<file path="config.mk">
export PLATFORM = sky130hd
export DESIGN_NAME = vision_lane_controller_flat
export DESIGN_NICKNAME = d
export VERILOG_FILES = /design/src/rtl/vision_pkg.sv /design/src/rtl/vision_lane_controller_if.sv /design/src/rtl/vision_quadrant_decode.sv /design/src/rtl/vision_lane_controller.sv /design/src/flat_wrapper.sv
export SDC_FILE = /design/constraint.sdc
export NUM_CORES = 1
export LEC_CHECK = 0
export ABC_AREA = 1
export BUFFER_PORTS_ARGS = -buffer_cell sky130_fd_sc_hd__buf_4
export CORE_UTILIZATION = 30
export CTS_CLUSTER_SIZE = 40
export DETAILED_ROUTE_END_ITERATION = 16
export PLACE_DENSITY_LB_ADDON = 0.25
export RECOVER_POWER = 50
export REMOVE_ABC_BUFFERS = 1
export SYNTH_ARGS = -nofsm -noshare
export SYNTH_HDL_FRONTEND = slang
export SYNTH_HIERARCHICAL = 1
export SYNTH_SLANG_ARGS = --single-unit
export TNS_END_PERCENT = 10
</file>
<file path="constraint.sdc">
create_clock -name pixel_clock_in -period 3.4 [get_ports pixel_clock_in]
set_input_delay 0.17 -clock pixel_clock_in [delete_from_list [all_inputs] [get_ports pixel_clock_in]]
set_output_delay 0.17 -clock pixel_clock_in [all_outputs]
set_load 0.05 [all_outputs]
</file>
<file path="src/rtl/vision_pkg.sv">
// Shared types and constants for the vision lane controller slice.
// Quadrant k of the occupancy map is bit k: rows top->bottom, columns left->right.
package vision_pkg;

    typedef enum logic [2:0] {
        ST_IDLE     = 3'd0,
        ST_TRACK    = 3'd1,
        ST_JUMP     = 3'd2,
        ST_COOLDOWN = 3'd3,
        ST_LOST     = 3'd4
    } ctrl_state_t;

    localparam logic [1:0] LANE_LEFT   = 2'd0;
    localparam logic [1:0] LANE_CENTRE = 2'd1;
    localparam logic [1:0] LANE_RIGHT  = 2'd2;

    localparam int Q_TL = 0;
    localparam int Q_TM = 1;
    localparam int Q_TR = 2;
    localparam int Q_ML = 3;
    localparam int Q_MM = 4;
    localparam int Q_MR = 5;
    localparam int Q_BL = 6;
    localparam int Q_BM = 7;
    localparam int Q_BR = 8;

    typedef struct packed {
        logic       lane_valid;
        logic [1:0] lane;
        logic       jump;
        logic       empty;
    } quad_decode_t;

endpackage

</file>
<file path="src/rtl/vision_lane_controller_if.sv">
// Frame bus between the quadrant detector (master) and the lane controller (slave).
interface vision_lane_controller_if;

    logic [8:0] quadrants_in;
    logic       quadrants_valid_in;
    logic [1:0] lane_out;
    logic       jump_out;
    logic       player_present_out;
    logic       update_out;
    logic [2:0] state_out;

    modport master (
        output quadrants_in,
        output quadrants_valid_in,
        input  lane_out,
        input  jump_out,
        input  player_present_out,
        input  update_out,
        input  state_out
    );

    modport slave (
        input  quadrants_in,
        input  quadrants_valid_in,
        output lane_out,
        output jump_out,
        output player_present_out,
        output update_out,
        output state_out
    );

endinterface

</file>
<file path="src/rtl/vision_quadrant_decode.sv">
// Combinational classification of one occupancy map into lane/jump/empty candidates.
module vision_quadrant_decode
    import vision_pkg::*;
(
    input  logic [8:0]   quadrants,
    output quad_decode_t decode
);

    logic [2:0] middle;
    assign middle = {quadrants[Q_MR], quadrants[Q_MM], quadrants[Q_ML]};

    always_comb begin
        // NOTE: every output is given a value before any branch, so no path leaves it unassigned and no latch is inferred.
        decode.lane_valid = 1'b1;
        decode.lane       = LANE_CENTRE;
        // A centre hit wins; a single side hit picks that side; both sides together is ambiguous.
        if (middle[1]) begin
            decode.lane = LANE_CENTRE;
        end else if (middle == 3'b001) begin
            decode.lane = LANE_LEFT;
        end else if (middle == 3'b100) begin
            decode.lane = LANE_RIGHT;
        end else begin
            decode.lane_valid = 1'b0;
        end
        decode.jump  = (|quadrants[Q_TR:Q_TL]) && !(|quadrants[Q_BR:Q_BL]);
        decode.empty = !(|quadrants);
    end

endmodule

</file>
<file path="src/rtl/vision_lane_controller.sv">
// Per-frame lane debounce and track/jump/cooldown FSM driven by quadrant maps.
// Optional frame watchdog (state LOST) is built when VISION_CTRL_WATCHDOG_EN is defined.
module vision_lane_controller
    import vision_pkg::*;
#(
    parameter int unsigned DEBOUNCE_FRAMES  = 3,
    parameter int unsigned ABSENT_FRAMES    = 8,
    parameter int unsigned JUMP_HOLD_FRAMES = 6,
    parameter int unsigned COOLDOWN_FRAMES  = 10,
    parameter int unsigned TIMEOUT_CYCLES   = 2000000
)
(
    input logic                      pixel_clock_in,
    input logic                      reset_n_in,
    vision_lane_controller_if.slave  bus
);

    if (DEBOUNCE_FRAMES < 1 || DEBOUNCE_FRAMES > 15 ||
        ABSENT_FRAMES < 1 || ABSENT_FRAMES > 255 ||
        JUMP_HOLD_FRAMES < 1 || JUMP_HOLD_FRAMES > 255 ||
        COOLDOWN_FRAMES > 255 || TIMEOUT_CYCLES < 1) begin : g_param_range
        $error("vision_lane_controller: parameter out of range");
    end

    localparam logic [3:0] DEBOUNCE_N = 4'(DEBOUNCE_FRAMES);
    localparam logic [7:0] ABSENT_N   = 8'(ABSENT_FRAMES);
    localparam logic [7:0] HOLD_N     = 8'(JUMP_HOLD_FRAMES);
    localparam logic [7:0] COOL_N     = 8'(COOLDOWN_FRAMES);

    ctrl_state_t  state_q, state_d;
    logic         valid_q;
    logic         update_q;
    logic [1:0]   lane_q, lane_d;
    logic [1:0]   last_q, last_d;
    logic         last_valid_q, last_valid_d;
    logic [3:0]   run_q, run_d;
    logic [7:0]   empty_q, empty_d;
    logic [7:0]   frame_q, frame_d;
    logic [7:0]   frame_inc;
    logic         frame_event;
    logic         absent;
    quad_decode_t dec;

    vision_quadrant_decode u_decode (
        .quadrants (bus.quadrants_in),
        .decode    (dec)
    );

    assign frame_event = bus.quadrants_valid_in && !valid_q;
    assign frame_inc   = frame_q + 8'd1;

`ifdef VISION_CTRL_WATCHDOG_EN
    localparam int unsigned     WD_W     = (TIMEOUT_CYCLES > 1) ? $clog2(TIMEOUT_CYCLES + 1) : 1;
    localparam logic [WD_W-1:0] WD_LIMIT = WD_W'(TIMEOUT_CYCLES);

    logic [WD_W-1:0] wd_q, wd_d;

    // Saturates at the limit so LOST stays put until the next frame clears it.
    assign wd_d = frame_event ? '0 : ((wd_q == WD_LIMIT) ? wd_q : wd_q + WD_W'(1));

    always_ff @(posedge pixel_clock_in) begin
        if (!reset_n_in) wd_q <= '0;
        else             wd_q <= wd_d;
    end
`endif

    always_comb begin
        state_d      = state_q;
        lane_d       = lane_q;
        last_d       = last_q;
        last_valid_d = last_valid_q;
        run_d        = run_q;
        empty_d      = empty_q;
        frame_d      = frame_q;
        absent       = 1'b0;

        if (frame_event) begin
            if (dec.empty) empty_d = (empty_q == 8'hFF) ? empty_q : empty_q + 8'd1;
            else           empty_d = 8'd0;
            absent = (empty_d == ABSENT_N);

            if (state_q inside {ST_TRACK, ST_JUMP, ST_COOLDOWN}) begin
                if (!dec.lane_valid)                            run_d = 4'd0;
                else if (last_valid_q && (dec.lane == last_q))  run_d = (run_q == 4'hF) ? run_q : run_q + 4'd1;
                else                                            run_d = 4'd1;
                last_d       = dec.lane;
                last_valid_d = dec.lane_valid;
                if (dec.lane_valid && run_d >= DEBOUNCE_N) lane_d = dec.lane;
            end

            // Priority within one frame: absent, then hold/cooldown expiry, then jump entry.
            unique case (state_q)
                ST_IDLE: begin
                    if (!dec.empty) state_d = ST_TRACK;
                end
                ST_TRACK: begin
                    if (absent) begin
                        state_d = ST_IDLE;
                    end else if (dec.jump) begin
                        state_d = ST_JUMP;
                        frame_d = 8'd0;
                    end
                end
                ST_JUMP: begin
                    if (absent) begin
                        state_d = ST_IDLE;
                    end else if (frame_inc == HOLD_N) begin
                        state_d = ST_COOLDOWN;
                        frame_d = 8'd0;
                    end else begin
                        frame_d = frame_inc;
                    end
                end
                ST_COOLDOWN: begin
                    if (absent) begin
                        state_d = ST_IDLE;
                    end else if (frame_inc >= COOL_N) begin
                        state_d = ST_TRACK;
                        frame_d = 8'd0;
                    end else begin
                        frame_d = frame_inc;
                    end
                end
                ST_LOST: state_d = ST_IDLE;
                default: state_d = ST_IDLE;
            endcase
        end

`ifdef VISION_CTRL_WATCHDOG_EN
        if (!frame_event && (wd_d == WD_LIMIT) && (state_q != ST_LOST)) begin
            state_d      = ST_LOST;
            last_d       = LANE_CENTRE;
            last_valid_d = 1'b0;
            run_d        = 4'd0;
            empty_d      = 8'd0;
            frame_d      = 8'd0;
        end
`endif
    end

    always_ff @(posedge pixel_clock_in) begin
        // NOTE: state registers use non-blocking assignment so every flop samples pre-edge values.
        if (!reset_n_in) begin
            state_q      <= ST_IDLE;
            valid_q      <= 1'b0;
            update_q     <= 1'b0;
            lane_q       <= LANE_CENTRE;
            last_q       <= LANE_CENTRE;
            last_valid_q <= 1'b0;
            run_q        <= 4'd0;
            empty_q      <= 8'd0;
            frame_q      <= 8'd0;
        end else begin
            state_q      <= state_d;
            valid_q      <= bus.quadrants_valid_in;
            update_q     <= frame_event;
            lane_q       <= lane_d;
            last_q       <= last_d;
            last_valid_q <= last_valid_d;
            run_q        <= run_d;
            empty_q      <= empty_d;
            frame_q      <= frame_d;
        end
    end

    assign bus.lane_out           = lane_q;
    assign bus.jump_out           = (state_q == ST_JUMP);
    assign bus.player_present_out = state_q inside {ST_TRACK, ST_JUMP, ST_COOLDOWN};
    assign bus.update_out         = update_q;
    assign bus.state_out          = state_q;

endmodule

</file>
<file path="src/flat_wrapper.sv">
// flat-port wrapper written by rule: the top's interface ports become plain ports
module vision_lane_controller_flat import vision_pkg::*;
#(
    parameter int unsigned DEBOUNCE_FRAMES  = 3,
    parameter int unsigned ABSENT_FRAMES    = 8,
    parameter int unsigned JUMP_HOLD_FRAMES = 6,
    parameter int unsigned COOLDOWN_FRAMES  = 10,
    parameter int unsigned TIMEOUT_CYCLES   = 2000000
)
  (pixel_clock_in, reset_n_in, bus_quadrants_in, bus_quadrants_valid_in, bus_lane_out, bus_jump_out, bus_player_present_out, bus_update_out, bus_state_out);
  vision_lane_controller_if bus_i ();
  input logic pixel_clock_in;
  input logic reset_n_in;
  input wire logic [$bits(bus_i.quadrants_in)-1:0] bus_quadrants_in;
  input wire logic [$bits(bus_i.quadrants_valid_in)-1:0] bus_quadrants_valid_in;
  output wire logic [$bits(bus_i.lane_out)-1:0] bus_lane_out;
  output wire logic [$bits(bus_i.jump_out)-1:0] bus_jump_out;
  output wire logic [$bits(bus_i.player_present_out)-1:0] bus_player_present_out;
  output wire logic [$bits(bus_i.update_out)-1:0] bus_update_out;
  output wire logic [$bits(bus_i.state_out)-1:0] bus_state_out;
  assign bus_i.quadrants_in = bus_quadrants_in;
  assign bus_i.quadrants_valid_in = bus_quadrants_valid_in;
  assign bus_lane_out = bus_i.lane_out;
  assign bus_jump_out = bus_i.jump_out;
  assign bus_player_present_out = bus_i.player_present_out;
  assign bus_update_out = bus_i.update_out;
  assign bus_state_out = bus_i.state_out;
  vision_lane_controller #(.DEBOUNCE_FRAMES(DEBOUNCE_FRAMES), .ABSENT_FRAMES(ABSENT_FRAMES), .JUMP_HOLD_FRAMES(JUMP_HOLD_FRAMES), .COOLDOWN_FRAMES(COOLDOWN_FRAMES), .TIMEOUT_CYCLES(TIMEOUT_CYCLES)) u_core (.pixel_clock_in(pixel_clock_in), .reset_n_in(reset_n_in), .bus(bus_i));
endmodule
</file>
==> metrics.csv, run 1 <==
metric;value;unit
yosys warns;6;
family with the most delay on the worst path;buffers and inverters;
GRT Total Usage;13.8;%
Total Nets Final;332;
DR pass1 iterations;4;
chip height;80.5;um
Bufs and invs on worst path;2;
die span in x;80.5;um
total core area;0.00592;sq mm
Post-CTS Setup Inserts;0;
worst slack at placement;1.26;ns
IO Pins;20;
row cnt;28;
GP Congestion;0.813;
first-pass GRT wire length;6750;um
Inserted Clock Buffers;5;
asr flop ratio synth;0;%
highest net fanout along the worst path;14;
Setup WS post-layout;0.947;ns
post-synthesis register bit count;29;
# diodes;0;
DRC viols;0;
maximum vdd drop;0.000143;V
Max Freq;0.408;GHz
max incr delay on CP;0.56;ns
# hold bufs at CTS;0;
Vias per Instance;4.63;
Slowest-stage cell, CP;nor2_1;
simple-gate share of the synthesized area;36.1;%
CP endpoint;u_core/bus.lane_out[1];
Period minus WS final;2.45;ns
wire length per cell;10.2;um
Fin Setup TNS;0;ns
post-synth cell types;31;
Synth Area in Compound Gates;15.8;%
sequential share of the synthesized area;31.4;%
Post-synth EDFFs;0;
initial antenna violation count;0;
dominant synthesized flop cell;dfxtp_1;
Critical Path Start Type;register;
Area Overhead vs Synth;12.9;%
share of cells above drive strength 1;8.83;%
H-tree depth;2;
multiplexer share of the synthesized area;0.609;%
CTS Sinks;29;
clock buffer depth;2;
R2R depth;7;
most frequent cells after synthesis;nand2_1, inv_1, nor2_1;
Final Setup Violations;0;
Pleak;0.000964;uW
1st-iter DRT viols;97;
main combinational cell family by area after synthesis;simple AND/OR/NAND/NOR gates;
CP Capture Type;register;
Congestion Overflow GR;0;
Synth top area share;31.4;%
final slew viol count;0;
adder-cell area share of the yosys netlist;2.71;%
CTS clk-pin slew, worst paths;0.07;ns
arrival time at the worst endpoint;2.62;ns
Starting Density;31.2;%
ANT nets after route;0;
post-synthesis instance total;297;
Fill cells;674;
Post-Route Utilization;35.3;%
ordered cell list for the critical path;nor2_1, inv_1, nor2_1, clkbuf_1, o21ai_0, o21ai_0, a21oi_1;
Hold Path Class;in -> reg;
port bufs;18;
CP required;3.56;ns
most instantiated library cell after synthesis;nand2_1;
reg2reg start;u_core/valid_q;
skew final;0.0109;ns
via count of the first global-routing pass;1549;
Power Density;423;mW/mm^2
top cells by area, synth;dfxtp_1, nand2_1, inv_1;
WP depth;7;
routed wire length;3990;um
Post-CTS Resized;0;
RSZ-0062 raised after global routing;no;
Root Driver;clkbuf_8;
Yosys top cell by area;dfxtp_1;
CTS tree;done;
CP startpoint;u_core/valid_q;
CP Class;reg -> reg;
post-synthesis area per instance;6.23;sq um
status;finished, final reports clean;
Clock Latency Late Sink;0.28;ns
final non-filler cell area;0.00209;sq mm
XOR/XNOR Fraction of Synth Area;1.89;%
reg-to-reg endpoint;u_core/bus.lane_out[1];
synthesized area;0.00185;sq mm
hpwl dp;2970;um
full die area;0.00648;sq mm
relative slew slack;52.3;%
Max-Cap Viols;0;
Final Cycle Share;72.2;%
largest net degree at the start of global routing;18;
Fin. Hold Viols;0;
DR vias;1813;
Area after DPL;0.00205;sq mm
R2R setup slack;0.95;ns
Worst Tran Pin Value;0.713;ns
kinds of logic (layout without fill, tap and decap cells):
group | count (synthesis) | in the layout
compound gates | 54 | 54
fa+ha+maj | 4 | 4
flops | 29 | 29
buf+inv | 52 | 72
other cells | 1 | 1
xor+xnor | 4 | 4
simple gates | 152 | 152
mux | 1 | 1
cell usage in the layout (no fill, tap or decap), drive strengths merged:
cell type / count
nor3: 1
xnor2: 4
clkinv: 2
nand4: 3
conb: 1
ha: 4
clkbuf: 15
nand2b: 1
a211oi: 2
inv: 45
nand3: 23
nor2: 44
nand2: 78
o21ai: 19
a21oi: 28
o211ai: 3
o21bai: 1
nand3b: 2
a31o: 1
mux2: 1
buf: 10
dfxtp: 29
flip-flops by register name (all words and copies together) (netlist names):
| name | flops |
|---|---|
| u_core/frame_q | 8 |
| u_core/valid_q | 1 |
| u_core/empty_q | 8 |
| u_core/bus.state_out | 2 |
| u_core/bus.lane_out | 2 |
| u_core/last_q | 2 |
| u_core/bus.update_out | 1 |
| u_core/run_q | 4 |
| u_core/last_valid_q | 1 |
final cells by class:
class | count | area [sq um] | share of cell area (%)
tap | 75 | 93.8 | 4.49
clock buffer | 6 | 82.6 | 3.95
sequential | 29 | 581 | 27.8
clock inverter | 2 | 13.8 | 0.659
multi-input combinational | 216 | 1040 | 49.8
timing repair buffer | 19 | 109 | 5.21
inverter | 45 | 169 | 8.09
worst min path at each step:
stage,startpoint,endpoint,cells after the start
2_1_floorplan,reset_n_in,u_core/bus.lane_out[0],1
5_1_grt,bus_quadrants_valid_in,u_core/valid_q,3
4_1_cts,bus_quadrants_valid_in,u_core/valid_q,3
6_report,bus_quadrants_valid_in,u_core/valid_q,3
3_5_place_dp,bus_quadrants_valid_in,u_core/valid_q,3
3_3_place_gp,bus_quadrants_valid_in,u_core/valid_q,3
worst min-delay path, stage by stage:
cell and delay, ns:
buf_4 0.08, nand2_1 0.05, inv_1 0.05
stage by stage:
stage	instances	hold slack (ns)	power, uW
2_1_floorplan	290	0.269	541
4_1_cts	392	0.0886	907
3_3_place_gp	384	0.383	598
5_1_grt	392	0.0822	949
6_report	392	0.0985	883
3_5_place_dp	384	0.388	599
where the power goes:
| group | internal [uW] | total (uW) | switching (uW) |
|---|---|---|---|
| combinational | 60.7 | 192 | 131 |
| clock | 164 | 300 | 136 |
| sequential | 365 | 391 | 25.6 |
| total | 590 | 883 | 293 |
layer usage:
layer  share of wire [%]  vias to the layer above  track usage, %
met5                   0                        -               0
met4                 1.2                        0            4.29
met3                 3.2                        5            4.77
met2                  46                       19            21.7
met1                  50                      805            17.4
li1                    -                      984               -
(Power assumes the default switching activity.)
==> run 2: changes to the inputs <==
clock period = 2 ns   (was 3.4 ns; I/O delays follow)
==> run 2 against run 1 <==
Global-route usage increased by 0.11 points. Setup slack got worse by 0.82 ns. Register-to-register slack got worse by 0.82 ns. Sequential share of layout area decreased by 1.6 points. Combinational power increased by 96%. Count of clock-buffer cells in the layout decreased by 1. First-iteration DRC count decreased by 2.1%. Cell area increased by 6.9%. Via count increased by 2.6%. Wire length increased by 7.5%. Critical endpoint is now u_core/frame_q[5].
==> metrics.csv, run 2 (synthesis results as in run 1) <==
metric;value;unit;change
status;finished, final reports clean;;
Worst Tran Pin Value;0.602;ns;-0.112 ns
ANT nets after route;0;;unchanged
Switching Fraction;34.6;%;+1.4 points
CP required;2.15;ns;-1.41 ns
Sequential Power Share;43.4;%;-0.9 points
final slew viol count;0;;unchanged
Area after DPL;0.00209;sq mm;+2.2%
Inserted Clock Buffers;5;;unchanged
hpwl dp;3030;um;+2.2%
worst slack at placement;0.0283;ns;-1.24 ns
H-tree depth;2;;unchanged
DRC viols;0;;unchanged
CP Class;reg -> reg;;
Setup WS post-layout;0.122;ns;-0.824 ns
Pleak;0.00103;uW;+6.8%
initial antenna violation count;0;;unchanged
DR pass1 iterations;4;;unchanged
via count of the first global-routing pass;1605;;+3.6%
most frequent cells in the layout;nand2_1, inv_1, nor2_1;;
Fin Setup TNS;0;ns;unchanged
Starting Density;31.2;%;unchanged
GP Congestion;0.812;;about the same
Congestion Overflow GR;0;;unchanged
Final Setup Violations;0;;unchanged
highest net fanout along the worst path;7;;-7
Period minus WS final;1.88;ns;-0.576 ns
skew final;0.00713;ns;-0.00382 ns
1st-iter DRT viols;95;;-2.1%
Total Nets Final;341;;+2.7%
biggest regs;u_core/empty_q (8), u_core/frame_q (8), u_core/run_q (4);;
CTS clk-pin slew, worst paths;0.07;ns;about the same
Critical Path Start Type;register;;
maximum vdd drop;0.000325;V;+130%
share of cells above drive strength 1;17.8;%;+9.0 points
Hold Path Class;in -> reg;;
relative slew slack;60.1;%;+7.8 points
IO Pins;20;;unchanged
Fill cells;634;;-5.9%
Clock Latency Late Sink;0.28;ns;about the same
Max Freq;0.533;GHz;+31%
clock buffer depth;2;;unchanged
Power Density;678;mW/mm^2;+60%
row cnt;28;;unchanged
die span in x;80.5;um;unchanged
Pint;990;uW;+68%
Post-Route Utilization;37.7;%;+2.4 points
port bufs;18;;unchanged
commonest non-fill, non-tap cell in the layout;nand2_1;;
first-pass GRT wire length;6990;um;+3.6%
arrival time at the worst endpoint;2.03;ns;-0.59 ns
routed wire length;4280;um;+7.5%
P_sw;524;uW;+79%
Logic pwr share;24.8;%;+3.1 points
wire length per cell;10.7;um;+5.1%
final non-filler cell area;0.00223;sq mm;+6.9%
CTS tree;done;;
Area Overhead vs Synth;20.7;%;
full die area;0.00648;sq mm;unchanged
CP Capture Type;register;;
Vias per Instance;4.64;;+0.34%
chip height;80.5;um;unchanged
GRT Total Usage;13.9;%;+0.11 points
Fin. Hold Viols;0;;unchanged
# hold bufs at CTS;0;;unchanged
Root Driver;clkbuf_8;;
largest net degree at the start of global routing;18;;unchanged
Final Cycle Share;93.9;%;+22 points
Max-Cap Viols;0;;unchanged
CTS Sinks;29;;unchanged
total core area;0.00592;sq mm;unchanged
Clk pwr share;31.7;%;-2.3 points
DR vias;1861;;+2.6%
Design Power;1510;uW;+71%
# diodes;0;;unchanged
## run 2: changes by cell type in the layout (fill, tap and decap cells not counted), sizes merged
cell | before | now
clkinvlp | 0 | 1
nand3 | 23 | 24
buf | 10 | 22
clkbuf | 15 | 10
## run 2: per-layer routing
metal | global-route usage, % | wire length, um
met5 | 0 | 0
met4 | 4.82 | 38
met3 | 3.18 | 193
met2 | 21.6 | 1940
met1 | 18.5 | 2110
## run 2: repair_timing
action | in CTS | in global routing
setup buffers | 0 | 2
setup endpoints to repair | 0 | 10
hold endpoints to repair | 0 | 0
gates resized for setup | 0 | 17
## run 2: area by class of cell
class / instances / area (sq um) / area share [%]
clock buffer: 5 / 68.8 / 3.08
clock inverter: 3 / 17.5 / 0.785
inverter: 45 / 171 / 7.68
multi-input combinational: 217 / 1110 / 49.8
sequential: 29 / 584 / 26.2
tap: 75 / 93.8 / 4.20
timing repair buffer: 27 / 184 / 8.24
## run 2: power by group through the flow
stage	Sequential, uW	Clock [uW]	Combinational (uW)
5_1_grt	664	520	422
6_report	658	481	376
3_3_place_gp	670	0	363
4_1_cts	657	496	364
3_5_place_dp	669	0	362
2_1_floorplan	690	0	229
## run 2: per-stage QoR
stage                     hold WS, ns  instances
after floorplan                 0.199        290
after global placement          0.310        390
after detailed placement        0.314        390
after CTS                      0.0164        398
after global routing           0.0425        401
final                          0.0223        401
## run 2: worst paths after layout
| check | startpoint | slack, ns | cells past startpoint | to |
|---|---|---|---|---|
| setup / recovery | u_core/empty_q[0] | 0.12 | 13 | u_core/frame_q[5] |
| hold / removal | bus_quadrants_valid_in | 0.02 | 3 | u_core/valid_q |
| setup reg to reg | u_core/empty_q[0] | 0.12 | 13 | u_core/frame_q[5] |
| hold reg to reg | u_core/valid_q | 0.41 | 1 | u_core/bus.update_out |
## run 2: worst max-delay path, cell delays in order (launching register included)
cell and delay (ns):
dfxtp_2 0.33, ha_2 0.18, nand2_2 0.09, nor2_4 0.17, buf_4 0.13, nand3b_1 0.08
nand3_1 0.11, nand3_1 0.10, nor2_2 0.14, nand2_4 0.10, nand3_4 0.14, nand2_1 0.08
o21ai_2 0.06, nor2_1 0.05
==> run 3: changes to the inputs <==
clock period = 1.7 ns   (was 2 ns; I/O delays follow)
==> run 3 against run 2 <==
The run now ends with negative setup slack left. Register-to-register slack worse by 0.17 ns. Die area unchanged. Count of clock-buffer cells in the layout up 2. Non-clock buffer count is 28 higher. Cell count is 6.7% higher. Clock power increased by 20%. Critical path depth unchanged. Cell area up 14%. Combinational power is 23% higher. Critical endpoint is now u_core/frame_q[2].
==> metrics.csv, run 3 (synthesis results as in run 1) <==
metric;value;unit;change
Total Nets Final;369;;+8.2%
DR pass1 iterations;5;;+1
highest net fanout along the worst path;7;;unchanged
IO Pins;20;;unchanged
R2R depth;13;;unchanged
Hold Path Stages;3;;unchanged
1st-iter DRT viols;100;;+5.3%
DR vias;1944;;+4.5%
biggest regs;u_core/empty_q (8), u_core/frame_q (8), u_core/run_q (4);;
GP Congestion;0.820;;+0.92%
first-pass GRT wire length;7650;um;+9.4%
CTS Sinks;29;;unchanged
R2R setup slack;-0.05;ns;-0.17 ns
GRT Total Usage;15.2;%;+1.3 points
Clock Latency Late Sink;0.28;ns;about the same
# diodes;0;;unchanged
largest net degree at the start of global routing;18;;unchanged
reg-to-reg endpoint;u_core/frame_q[2];;
CP required;1.91;ns;-0.24 ns
skew final;0.00639;ns;-0.000746 ns
initial antenna violation count;0;;unchanged
relative slew slack;60.1;%;about the same
Final Setup Violations;7;;+7
CP Capture Type;register;;
CTS tree;done;;
Fin. Hold Viols;0;;unchanged
final non-filler cell area;0.00254;sq mm;+14%
Setup WS post-layout;-0.0463;ns;-0.169 ns
Hold Path Sink;u_core/valid_q;;
RSZ-0062 raised after global routing;yes;;
Worst Tran Pin Value;0.602;ns;-0.0000190 ns
H-tree depth;2;;unchanged
Max Freq;0.573;GHz;+7.5%
DRC viols;0;;unchanged
dpl cells;415;;+6.4%
worst slack at placement;-0.269;ns;-0.298 ns
ANT nets after route;0;;unchanged
Final Cycle Share;103;%;+8.8 points
routed wire length;4580;um;+6.9%
Critical Path Start Type;register;;
arrival time at the worst endpoint;1.95;ns;-0.08 ns
HP Start;bus_quadrants_valid_in;;
die span in x;80.5;um;unchanged
final slew viol count;0;;unchanged
via count of the first global-routing pass;1776;;+11%
Max-Cap Viols;0;;unchanged
commonest non-fill, non-tap cell in the layout;nand2_1;;
clock buffer depth;2;;unchanged
hpwl dp;3280;um;+8.2%
Inserted Clock Buffers;5;;unchanged
chip height;80.5;um;unchanged
Starting Density;31.2;%;unchanged
Root Driver;clkbuf_8;;
Area Overhead vs Synth;37.3;%;
total core area;0.00592;sq mm;unchanged
Period minus WS final;1.75;ns;-0.131 ns
maximum vdd drop;0.000473;V;+45%
Layout Cells excl Fill;428;;+6.7%
Power Density;718;mW/mm^2;+5.8%
full die area;0.00648;sq mm;unchanged
port bufs;18;;unchanged
Hold Path Class;in -> reg;;
failing checks;negative setup slack;;
CP Class;reg -> reg;;
row cnt;28;;unchanged
Post-Route Utilization;42.9;%;+5.2 points
wire length per cell;10.7;um;+0.14%
Pleak;0.00120;uW;+16%
most frequent cells in the layout;nand2_1, buf_4, inv_1;;
Congestion Overflow GR;0;;unchanged
Vias per Instance;4.54;;-2.1%
Area after DPL;0.00228;sq mm;+9.0%
reg2reg start;u_core/empty_q[1];;
status;complete, but fails checks;;
CTS clk-pin slew, worst paths;0.06;ns;about the same
share of cells above drive strength 1;28.6;%;+11 points
## run 3: changes by cell type in the layout (fill, tap and decap cells not counted), moves of 3 or more
cell | before | now
dfxtp_1 | 26 | 22
buf_4 | 22 | 49
dfxtp_2 | 3 | 6
nand3_1 | 21 | 16
nand3_2 | 1 | 5
nand2_1 | 73 | 70
nor2_1 | 37 | 34
## run 3: cell type report
type                       count  area, sq um
clock buffer                   7         86.3
sequential                    29          592
multi-input combinational    217         1210
inverter                      45          169
fill                         626         3380
tap                           75         93.8
timing repair buffer          55          392
## run 3: what timing repair did
item,in CTS,in global routing
hold buffers,0,0
gates resized for setup,14,27
hold endpoints to repair,0,0
pin swaps,9,9
setup buffers,4,1
cloned,1,0
setup endpoints to repair,12,13
## run 3: worst max-delay path: stages, from the launching register on
cell and delay [ns]:
dfxtp_2 0.35, ha_4 0.15, nand2_4 0.06, nor2_4 0.14
nand2_4 0.11, nand2_2 0.09, nor2_2 0.04, nor2_2 0.13
nor2_2 0.07, nand2_4 0.10, nand3_4 0.13, inv_2 0.10
nand2_1 0.06, a21oi_2 0.13
## run 3: routing by layer
layer	track usage, %	up-vias	part of all wire, %
met5	0	-	0
met4	6.43	0	1.7
met3	2.39	6	2.4
met2	24.2	27	46
met1	20.1	860	50
li1	-	1051	-
## run 3: worst max path at each step
stage / startpoint / endpoint
after floorplan: u_core/bus.state_out[1] / u_core/bus.state_out[0]
final: u_core/empty_q[1] / u_core/frame_q[2]
after global routing: u_core/empty_q[1] / u_core/frame_q[2]
after detailed placement: bus_quadrants_in[4] / u_core/bus.lane_out[0]
after global placement: bus_quadrants_in[4] / u_core/bus.lane_out[0]
after CTS: u_core/empty_q[1] / u_core/frame_q[2]
## run 3: metrics by stage
step	hold slack, ns	setup TNS (ns)	total power [uW]
final	0.0158	-0.127	1820
after global routing	0.0375	-1.62	1950
after CTS	0.00616	-0.395	1850
after floorplan	0.184	-4.83	1080
after global placement	0.296	-0.941	1230
after detailed placement	0.301	-1.36	1230
## run 3: power by group
| group | switching, uW | internal [uW] |
|---|---|---|
| registers | 50.2 | 732 |
| logic | 296 | 168 |
| clock network | 256 | 320 |
